===== src/rtl/stopwatch_pkg.sv =====
// rtl/stopwatch_pkg.sv - shared types and constants for the stopwatch core
package stopwatch_pkg;

    typedef enum logic [1:0] {
        ST_IDLE  = 2'd0,
        ST_RUN   = 2'd1,
        ST_PAUSE = 2'd2
    } sw_state_t;

    typedef logic [3:0] bcd_t;

    localparam int   CS_MAX      = 99;
    localparam bcd_t CS_TENS_MAX = bcd_t'(CS_MAX / 10);
    localparam bcd_t CS_ONES_MAX = bcd_t'(CS_MAX % 10);
    localparam bcd_t DIGIT_MAX   = 4'd9;

    // Two-digit BCD of a binary value already known to be below 100.
    function automatic logic [7:0] bin_to_bcd2(input logic [6:0] v);
        bcd_t t;
        bcd_t o;
        t = bcd_t'(v / 7'd10);
        o = bcd_t'(v % 7'd10);
        return {t, o};
    endfunction

endpackage


===== src/rtl/stopwatch_bcd_digit.sv =====
// rtl/stopwatch_bcd_digit.sv - one BCD digit counter with up/down step and programmable max
module bcd_digit
    import stopwatch_pkg::*;
(
    input  logic       clk,
    input  logic       rst_n,
    input  logic       i_clr,
    input  logic       i_load,
    input  logic [3:0] i_load_val,
    input  logic       i_inc,
    input  logic       i_dec,
    input  logic [3:0] i_max,
    output logic [3:0] o_digit,
    output logic       o_carry,
    output logic       o_borrow
);

    bcd_t r_digit;

    always_ff @(posedge clk or negedge rst_n) begin
        if (!rst_n) begin
            r_digit <= 4'd0;
        end else if (i_clr) begin
            r_digit <= 4'd0;
        end else if (i_load) begin
            r_digit <= i_load_val;
        end else if (i_inc) begin
            r_digit <= (r_digit >= i_max) ? 4'd0 : r_digit + 4'd1;
        end else if (i_dec) begin
            r_digit <= (r_digit == 4'd0) ? i_max : r_digit - 4'd1;
        end
    end

    // Carry/borrow are combinational so a whole chain ripples in one cycle.
    assign o_carry  = i_inc & (r_digit >= i_max);
    assign o_borrow = i_dec & (r_digit == 4'd0);
    assign o_digit  = r_digit;

endmodule


===== src/rtl/stopwatch_core.sv =====
// rtl/stopwatch_core.sv - SS.cc BCD stopwatch with up-count, countdown preset and done pulse
module stopwatch_core
    import stopwatch_pkg::*;
#(
    parameter int MAX_SEC = 59
) (
    input  logic       clk,
    input  logic       reset,
    input  logic       tick_in,
    input  logic       start_stop,
    input  logic       clear,
    input  logic       count_down,
    input  logic       load_en,
    input  logic [6:0] load_sec,
    output logic [3:0] sec_tens,
    output logic [3:0] sec_ones,
    output logic [3:0] cs_tens,
    output logic [3:0] cs_ones,
    output logic       running,
    output logic       done
);

    localparam logic [6:0] MAX_SEC_B = 7'(MAX_SEC);
    localparam bcd_t       MAX_SEC_T = bcd_t'(MAX_SEC / 10);
    localparam bcd_t       MAX_SEC_O = bcd_t'(MAX_SEC % 10);

    sw_state_t r_state;
    sw_state_t w_state_nxt;
    logic      r_dir;
    logic      r_tick_q;
    logic      r_done;

    logic       w_tick_rise;
    logic       w_zero;
    logic       w_one;
    logic       w_at_max;
    logic       w_go;
    logic       w_step_up;
    logic       w_step_dn;
    logic       w_load;
    logic       w_clr_all;
    logic       w_done_nxt;
    logic [6:0] w_load_sat;
    logic [7:0] w_load_bcd;
    logic       w_c0, w_c1, w_c2, w_c3;
    logic       w_b0, w_b1, w_b2, w_b3;
    logic       w_unused_ovf;

    assign w_tick_rise = tick_in & ~r_tick_q;
    assign w_zero      = (sec_tens == 4'd0) && (sec_ones == 4'd0) &&
                         (cs_tens == 4'd0) && (cs_ones == 4'd0);
    assign w_one       = (sec_tens == 4'd0) && (sec_ones == 4'd0) &&
                         (cs_tens == 4'd0) && (cs_ones == 4'd1);
    assign w_at_max    = (sec_tens == MAX_SEC_T) && (sec_ones == MAX_SEC_O) &&
                         (cs_tens == CS_TENS_MAX) && (cs_ones == CS_ONES_MAX);
    // A countdown from 00.00 has nothing to do, so it never leaves IDLE.
    assign w_go        = start_stop & ~(count_down & w_zero);

    assign w_load_sat  = (load_sec > MAX_SEC_B) ? MAX_SEC_B : load_sec;
    assign w_load_bcd  = bin_to_bcd2(w_load_sat);

    always_ff @(posedge clk or negedge reset) begin
        if (!reset) begin
            r_state <= ST_IDLE;
        end else begin
            r_state <= w_state_nxt;
        end
    end

    always_comb begin
        w_state_nxt = r_state;
        if (clear) begin
            w_state_nxt = ST_IDLE;
        end else begin
            case (r_state)
                ST_IDLE: begin
                    if (w_go) w_state_nxt = ST_RUN;
                end
                ST_RUN: begin
                    if (w_step_dn && w_one)  w_state_nxt = ST_IDLE;
                    else if (start_stop)     w_state_nxt = ST_PAUSE;
                end
                ST_PAUSE: begin
                    if (start_stop) w_state_nxt = ST_RUN;
                end
                default: w_state_nxt = ST_IDLE;
            endcase
        end
    end

    always_comb begin
        w_step_up  = 1'b0;
        w_step_dn  = 1'b0;
        w_load     = 1'b0;
        w_clr_all  = clear;
        w_done_nxt = 1'b0;
        if (!clear) begin
            w_load    = (r_state == ST_IDLE) & load_en;
            w_step_up = (r_state == ST_RUN) & w_tick_rise & ~r_dir;
            w_step_dn = (r_state == ST_RUN) & w_tick_rise & r_dir & ~w_zero;
            // Wrap is a clear of all digits rather than a carry out of the seconds.
            w_clr_all  = w_step_up & w_at_max;
            w_done_nxt = (w_step_up & w_at_max) | (w_step_dn & w_one);
        end
    end

    always_ff @(posedge clk or negedge reset) begin
        if (!reset) begin
            r_dir    <= 1'b0;
            r_tick_q <= 1'b0;
            r_done   <= 1'b0;
        end else begin
            r_tick_q <= tick_in;
            r_done   <= w_done_nxt;
            if (clear) begin
                r_dir <= 1'b0;
            end else if ((r_state == ST_IDLE) && w_go) begin
                r_dir <= count_down;
            end
        end
    end

    bcd_digit u_cs_ones (
        .clk        (clk),
        .rst_n      (reset),
        .i_clr      (w_clr_all),
        .i_load     (w_load),
        .i_load_val (4'd0),
        .i_inc      (w_step_up),
        .i_dec      (w_step_dn),
        .i_max      (CS_ONES_MAX),
        .o_digit    (cs_ones),
        .o_carry    (w_c0),
        .o_borrow   (w_b0)
    );

    bcd_digit u_cs_tens (
        .clk        (clk),
        .rst_n      (reset),
        .i_clr      (w_clr_all),
        .i_load     (w_load),
        .i_load_val (4'd0),
        .i_inc      (w_c0),
        .i_dec      (w_b0),
        .i_max      (CS_TENS_MAX),
        .o_digit    (cs_tens),
        .o_carry    (w_c1),
        .o_borrow   (w_b1)
    );

    bcd_digit u_sec_ones (
        .clk        (clk),
        .rst_n      (reset),
        .i_clr      (w_clr_all),
        .i_load     (w_load),
        .i_load_val (w_load_bcd[3:0]),
        .i_inc      (w_c1),
        .i_dec      (w_b1),
        .i_max      (DIGIT_MAX),
        .o_digit    (sec_ones),
        .o_carry    (w_c2),
        .o_borrow   (w_b2)
    );

    bcd_digit u_sec_tens (
        .clk        (clk),
        .rst_n      (reset),
        .i_clr      (w_clr_all),
        .i_load     (w_load),
        .i_load_val (w_load_bcd[7:4]),
        .i_inc      (w_c2),
        .i_dec      (w_b2),
        .i_max      (DIGIT_MAX),
        .o_digit    (sec_tens),
        .o_carry    (w_c3),
        .o_borrow   (w_b3)
    );

    assign w_unused_ovf = w_c3 | w_b3;

    assign running = (r_state == ST_RUN);
    assign done    = r_done;

endmodule


===== config.mk =====
export PLATFORM = sky130hd
export DESIGN_NAME = stopwatch_core
export DESIGN_NICKNAME = d
export VERILOG_FILES = /design/src/rtl/stopwatch_pkg.sv /design/src/rtl/stopwatch_bcd_digit.sv /design/src/rtl/stopwatch_core.sv
export SDC_FILE = /design/constraint.sdc
export NUM_CORES = 1
export LEC_CHECK = 0
export ABC_AREA = 1
export BUFFER_PORTS_ARGS = -buffer_cell sky130_fd_sc_hd__buf_2
export CORE_UTILIZATION = 50
export CTS_CLUSTER_SIZE = 14
export DETAILED_ROUTE_END_ITERATION = 7
export GPL_TIMING_DRIVEN = 0
export PLACE_DENSITY = 0.71
export SKIP_LAST_GASP = 1
export SYNTH_ARGS = -nofsm -noshare
export SYNTH_HDL_FRONTEND = slang
export SYNTH_SLANG_ARGS = --single-unit

===== constraint.sdc =====
create_clock -name clk -period 2.79 [get_ports clk]
set_input_delay 0.1395 -clock clk [delete_from_list [all_inputs] [get_ports clk]]
set_output_delay 0.1395 -clock clk [all_outputs]
set_load 0.005 [all_outputs]

Word level (Yosys, flattened, before mapping). Index checks and enable logic that the tools add are counted.

Register bits after elaboration: 21. RAM bits: 0. Memories kept: 0. Bits in read-only memories: 0. Word-level logic and storage cells: 112. Latch bits: 0.

$lt $le $gt $ge: 5. $add $sub $neg: 8. Bitwise gates (word level): 21. Divide/modulo/power cells: 2. Equal/unequal tests: 10. Multiplexer cells: 38. Reductions and logical operators: 20. Shift operators: 0. Multipliers: 0.

Operators by type and width (number): $mux 4 (24); $add 4x1->4 const B (4); $and 1x1->1 (16); $ge 4x4->1 const B (4); $logic_not 4->1 (4); $reduce_bool 4->1 (4); $sub 4x1->4 const B (4); $eq 4x4->1 const B (3); $mux 2 (5); $logic_and 1x1->1 (9); $div 7x4->7 const B (1); $gt 7x6->1 const B (1); $mod 7x4->7 const B (1); $mux 1 (7); $mux 7 (1); $ne 3x3->1 const B (2); $pmux 2 s3 (1); $eq 4x1->1 const B (1); $eq 4x3->1 const B (1); $ne 4x3->1 const B (1); $not 1->1 (4); $reduce_and 3->1 (1); $eq 2x1->1 const B (1); $eq 2x2->1 const B (1); other kinds (3) (3).

Logic depth before layout (Yosys ltp).
Depth after elaboration: 14. Depth in mapped cells: 21.

Hierarchy. A second synthesis with hierarchy kept.

Cells, all modules: 508. Area, all modules: 3025.4 um2.

By module, submodules not included: bcd_digit (times used 4, cells an instance 94, sequential area each 100.1 um2, area an instance 551.8 um2); stopwatch_core (times used 1, cells an instance 132, sequential area each 125.1 um2, area an instance 818.3 um2).

Worst setup path after synthesis. OpenSTA, ideal clock, no wires.

Path kind: register to register. From: register u_sec_tens.r_digit[0] (netlist: u_sec_tens.o_digit[0]). To: register u_sec_ones.r_digit[3] (netlist: u_sec_ones.o_digit[3]). Buffers on the path: 0. Setup time: 0.124 ns. Cell stages (with the launch flop): 18. Clock period less this slack: 2.195 ns. Arrival time: 2.071 ns. Path slack: 0.595 ns. Cells stage by stage: dfrtp_1 > inv_1 > ha_1 > inv_1 > nor2_1 > nand2_1 > nor3_2 > nand2_1 > nand2_1 > inv_1 > nand2_2 > inv_2 > a21oi_2 > inv_2 > nand2_1 > a21oi_1 > o21ai_1 > o21ai_1.

Longest elaborated chain between the ends: 10. Elaborated cells between the ends (all ways): 17. Those cells by class: eq/ne: 1; mux: 3; bitwise: 5; reduce/logical: 8.

Ends and longest elaborated chain: start, declared (RTL line stopwatch_bcd_digit.sv:18) `bcd_t r_digit;`; start signal, assigned (RTL line stopwatch_bcd_digit.sv:26) `r_digit <= i_load_val;`; start signal, assigned (RTL line stopwatch_bcd_digit.sv:28) `r_digit <= (r_digit >= i_max) ? 4'd0 : r_digit + 4'd1;`; start signal, assigned (RTL line stopwatch_bcd_digit.sv:30) `r_digit <= (r_digit == 4'd0) ? i_max : r_digit - 4'd1;`; $logic_not 4->1 (RTL line stopwatch_core.sv:50) `assign w_zero = (sec_tens == 4'd0) && (sec_ones == 4'd0) &&`; $logic_and 1x1->1 (2 in a row) (RTL line stopwatch_core.sv:50); $logic_and 1x1->1 (RTL line stopwatch_core.sv:51) `(cs_tens == 4'd0) && (cs_ones == 4'd0);`; $not 1->1 (RTL line stopwatch_core.sv:100) `w_step_dn = (r_state == ST_RUN) & w_tick_rise & r_dir & ~w_zero;`; $and 1x1->1 (RTL line stopwatch_core.sv:100); $mux 1 (RTL line stopwatch_core.sv:97) `if (!clear) begin`; $and 1x1->1 (2 in a row) (RTL line stopwatch_bcd_digit.sv:36) `assign o_borrow = i_dec & (r_digit == 4'd0);`; $reduce_bool 4->1 (no line); end signal, assigned (RTL line stopwatch_bcd_digit.sv:26); end signal, assigned (RTL line stopwatch_bcd_digit.sv:28); end signal, assigned (RTL line stopwatch_bcd_digit.sv:30); end, declared (RTL line stopwatch_bcd_digit.sv:18).

Parallel ways exist; a longest one is shown, timed or not. A chain may end at the register's enable or synchronous reset.

Final worst setup path.
From: register u_sec_ones.r_digit[0] (netlist: u_sec_ones.o_digit[0]). To: register u_sec_ones.r_digit[3] (netlist: u_sec_ones.o_digit[3]).

Longest elaborated chain between the ends: 10. Elaborated cells between the ends (all ways): 25. Those cells by class: add/sub: 2; order compare: 1; eq/ne: 1; mux: 8; bitwise: 5; reduce/logical: 8.

Ends and longest elaborated chain: parallel branches: the longest is 10 deep, another holds $sub 4x1->4.

Parallel ways; which one is timed is not known. The select of a mux whose other input is x is not followed.

==> results.rst <==
.. list-table::
   :header-rows: 1

   * - Metric
     - Value
   * - Switching power total
     - 968 µW
   * - I/O pin count
     - 32
   * - Critical-path top delay cell
     - sky130_fd_sc_hd__dfrtp_1
   * - Crit Reg-Reg Endpoint
     - u_sec_ones.o_digit[3]
   * - Clock-pin transition on the worst setup and hold timing paths
     - 0.08 ns
   * - CP Data Arrival Time
     - around 2.6 ns
   * - Post-synthesis register bit count
     - 21
   * - Finish-stage setup viols
     - 0
   * - Maximum level of the CTS H-tree
     - 1
   * - Maximum clock insertion buffer count
     - 2
   * - Number of DRC markers in iteration 0
     - about 130
   * - Cell taking the most area after synthesis
     - sky130_fd_sc_hd__dfrtp_1
   * - Nets
     - 389
   * - Adder-Cell Fraction of Synth Area
     - approximately 7.9%
   * - Synth Area per Inst
     - ~6.9 µm²
   * - Critical path endpoint category
     - flop
   * - List of most frequent post-synthesis cells
     - sky130_fd_sc_hd__inv_1, sky130_fd_sc_hd__nand2_1, sky130_fd_sc_hd__o21ai_0, sky130_fd_sc_hd__nor2_1, sky130_fd_sc_hd__dfrtp_1
   * - Root buffer cell
     - sky130_fd_sc_hd__clkbuf_8
   * - Highest achievable clock rate
     - about 410 MHz
   * - Total design power
     - around 1.9 mW
   * - Depth of the most critical reg-to-reg path
     - 17
   * - End of the worst hold path
     - r_dir
   * - Final critical-path required period
     - ~2.5 ns
   * - Die Y
     - ~69 µm
   * - Area of the mapped netlist
     - 2230 µm²
   * - Drt drc
     - 0
   * - Portion of the post-synthesis area used by sequential elements
     - 23.6%
   * - Die area
     - 4730 µm²
   * - Run status
     - completed
   * - Half-perimeter wire length after placement
     - 3.89 mm
   * - Number of synthesized flops with an enable pin
     - 0
   * - Predominant post-synthesis flop cell
     - sky130_fd_sc_hd__dfrtp_1
   * - Post-synthesis share of cell area spent on xor and xnor gates
     - 1.96%
   * - Util after Layout
     - 61.0%
   * - Combinational family with the most area after synthesis
     - simple AND/OR/NAND/NOR gates
   * - Slew of the pin with the lowest slew margin
     - ~0.5 ns
   * - Worst Setup Path Type
     - flop to flop
   * - Ant diodes
     - 0
   * - Syn nets
     - around 350
   * - Most numerous cell in the Yosys netlist
     - sky130_fd_sc_hd__inv_1
   * - Detail Route Antenna Nets
     - 0
   * - Endpoints failing hold
     - 0
   * - Final GP Congestion
     - 0.883
   * - Fraction of final layout cells sized beyond drive strength 1
     - 23.1%
   * - Setup slack, reg-to-reg
     - 0.34 ns
   * - Relative contribution of sequential cells to total power
     - between 20 and 30%
   * - Via count of the first global-routing pass
     - roughly 2,000
   * - Cell count of the worst hold path
     - 3
   * - Number of buffers inserted by port buffering
     - 30
   * - Largest incremental delay on the critical path
     - ~0.43 ns
   * - Wire length of the first global-routing pass
     - 8.31 mm
   * - Startpoint of the worst hold path
     - count_down
   * - Dominant cells by area after synthesis
     - sky130_fd_sc_hd__dfrtp_1, sky130_fd_sc_hd__inv_1, sky130_fd_sc_hd__nand2_1
   * - Power density normalized to cell area
     - ~750 nW/µm²
   * - Clock skew
     - between 0.003 and 0.004 ns
   * - Count of pins over their slew limit
     - 0
   * - Number of optimization iterations in the first detailed-route pass
     - 5
   * - Vias
     - 2,235
   * - Global route overflow
     - 0
   * - TritonCTS clock tree
     - built
   * - Routed length per instance
     - 12.0 µm
   * - Internal
     - around 930 µW
   * - Max cap viols
     - 0
   * - Worst min-delay path category
     - input pin to flop
   * - R2R Path Start
     - u_sec_ones.o_digit[0]
   * - Final wirelength
     - a little under 5 mm
   * - Pin count of the biggest net entering global routing
     - 22
   * - Buf+Inv Stages, Crit Path
     - 5
   * - Number of clock sinks seen by CTS
     - 21
   * - Global-route usage over all layers
     - a little under a quarter
   * - Portion of the clock cycle consumed by the worst path in the final layout
     - between 80% and 90%
   * - Signed area change from the synthesized netlist to the final layout
     - 13.3%
   * - Fraction of synthesized cell area taken by the top area cell type
     - a little under a quarter
   * - Latest clock arrival within the worst-skew pair
     - between 0.2 and 0.3 ns
   * - Remaining max-slew budget at the tightest pin
     - 66.4%
   * - Cell repeated most along the worst path
     - sky130_fd_sc_hd__nand2_1
   * - Total negative setup slack
     - 0 ns
   * - Max FO, Critical Path
     - 5
   * - Relative contribution of the clock network to total power
     - about a tenth
   * - Warnings, synthesis
     - 0
   * - Switching Fraction
     - about half
   * - # rows
     - 23
   * - Simple-gate portion of the synthesized area
     - between 30% and 40%
   * - Max VDD drop
     - 469 µV
   * - Worst path cell trace
     - inv_1, ha_1, inv_1, nor2_2, nand2_1, nor3_4, nand2_1, nand2_1, inv_1, nand2_2, inv_2, a21oi_4, inv_2, nand2_1, a21oi_1, o21ai_1, o21ai_1
   * - Proportion of synthesized flip-flops having asynchronous set or reset
     - between 90% and 100%
   * - Portion of netlist area occupied by mux cells
     - 0%
   * - Power share of the combinational group
     - roughly three fifths
   * - Initial antenna violation count
     - 0
   * - TritonCTS Buffers
     - 3
   * - Worst setup SP type
     - flop
   * - Die X-Extent
     - about 69 µm
   * - Core area
     - 4140 µm²
   * - Cell family contributing the most delay on the critical path
     - simple AND/OR/NAND/NOR gates
   * - Mapped Cells
     - 324
   * - Area fraction in compound gates after synthesis
     - approximately 22%
   * - Required time of the critical path
     - roughly 2.9 ns
   * - Post-CTS Setup Repair Bufs
     - 0
   * - Vias/cell
     - 5.45
   * - RSZ-0062 raised after global routing
     - false
   * - Initial Utilization
     - 53.8%
   * - Number of distinct library cells after synthesis
     - 43
   * - Leakage component of the power
     - about 1.3 nW
## worst reg2reg max path, cell delays in order, from the launching register on
cell                      delay, ns
sky130_fd_sc_hd__dfrtp_1       0.43
sky130_fd_sc_hd__inv_1         0.14
sky130_fd_sc_hd__ha_1          0.20
sky130_fd_sc_hd__inv_1         0.06
sky130_fd_sc_hd__nor2_2        0.15
sky130_fd_sc_hd__nand2_1       0.19
sky130_fd_sc_hd__nor3_4        0.19
sky130_fd_sc_hd__nand2_1       0.07
sky130_fd_sc_hd__nand2_1       0.08
sky130_fd_sc_hd__inv_1         0.07
sky130_fd_sc_hd__nand2_2       0.09
sky130_fd_sc_hd__inv_2         0.07
sky130_fd_sc_hd__a21oi_4       0.18
sky130_fd_sc_hd__inv_2         0.06
sky130_fd_sc_hd__nand2_1       0.11
sky130_fd_sc_hd__a21oi_1       0.05
sky130_fd_sc_hd__o21ai_1       0.09
sky130_fd_sc_hd__o21ai_1       0.09
## per-layer routing
metal  share of wire (%)  track usage (%)
met3                 3.4             3.29
met5                   0                0
met4                0.90             5.61
met1                  48             29.5
met2                  47             40.4
## kinds of logic (layout without fill, tap and decap cells)
group                    after synthesis  count (layout)
AND/OR/NAND/NOR                      141             141
adder cells (fa/ha/maj)               14              14
flip-flops                            21              21
XOR/XNOR                               5               5
buffers and inverters                 67             103
AO/OA/AOI/OAI                         76              76
## layout make-up
| cell class | instances | area (µm²) |
|---|---|---|
| inverters | 66 | 249 |
| clock buffers | 4 | 45.0 |
| plain buffers | 1 | 5.00 |
| multi-input cells | 236 | 1470 |
| well taps | 50 | 62.6 |
| fillers | 406 | 1620 |
| flip-flops and latches | 21 | 526 |
| repair buffers | 32 | 170 |
## registers in the layout (all words and copies together), names as in the netlist
| signal | flops |
|---|---|
| u_cs_tens.o_digit | 4 |
| r_dir | 1 |
| u_sec_tens.o_digit | 4 |
| u_cs_ones.o_digit | 4 |
| u_sec_ones.o_digit | 4 |
| r_state | 2 |
| r_tick_q | 1 |
| done | 1 |
## how the worst max path moves through the flow
stage	startpoint	to	slack [ns]	cells after the start
finish	u_sec_ones.o_digit[0]	u_sec_ones.o_digit[3]	0.34	17
global route	u_cs_tens.o_digit[0]	u_sec_ones.o_digit[3]	0.02	17
CTS	u_sec_tens.o_digit[0]	u_sec_ones.o_digit[3]	0.15	17
detailed placement	u_sec_tens.o_digit[0]	u_sec_ones.o_digit[3]	0.25	17
global placement	u_sec_tens.o_digit[0]	u_sec_ones.o_digit[3]	0.27	17
floorplan	u_sec_tens.o_digit[0]	u_sec_ones.o_digit[3]	0.60	17
## cells in the final DEF, fill, tap and decap left out, drive strengths merged
cell / Yosys / layout
a21oi: 17 / 17
a22o: 1 / 1
a22oi: 1 / 1
a31oi: 4 / 4
buf: 1 / 31
clkbuf: 0 / 4
clkinv: 3 / 3
dfrtp: 21 / 21
dlygate4sd3: 0 / 2
ha: 14 / 14
inv: 63 / 63
nand2: 61 / 61
nand3: 20 / 20
nand3b: 1 / 1
nand4: 6 / 6
nor2: 38 / 38
nor3: 12 / 12
nor4: 3 / 3
o2111ai: 4 / 4
o211ai: 2 / 2
o21ai: 34 / 34
o21bai: 1 / 1
o221ai: 2 / 2
o22ai: 3 / 3
o31ai: 6 / 6
o32ai: 1 / 1
xnor2: 3 / 3
xor2: 2 / 2
## repair_timing
item	4_1_cts	5_1_grt
hold buffers	2	0
endpoints found under the hold margin	22	0
endpoints found under the setup margin	0	6
resized for setup	0	6
## power groups by stage
stage	clock network [mW]	logic (mW)	registers, mW
2_1_floorplan	0	0.834	0.527
3_3_place_gp	0	1.11	0.535
3_5_place_dp	0	1.12	0.537
4_1_cts	0.211	1.14	0.531
5_1_grt	0.225	1.32	0.554
6_report	0.203	1.16	0.534
## metrics by stage
step                      std cells  worst slack [ns]  area (µm²)  hold slack [ns]
after floorplan                 324             0.595        2230           -0.156
after global routing            410            0.0190        2530            0.147
final                           410             0.337        2530            0.150
after global placement          404             0.267        2440            0.133
after detailed placement        404             0.253        2440            0.139
after CTS                       410             0.153        2510            0.148
(Power assumes the default switching activity.)
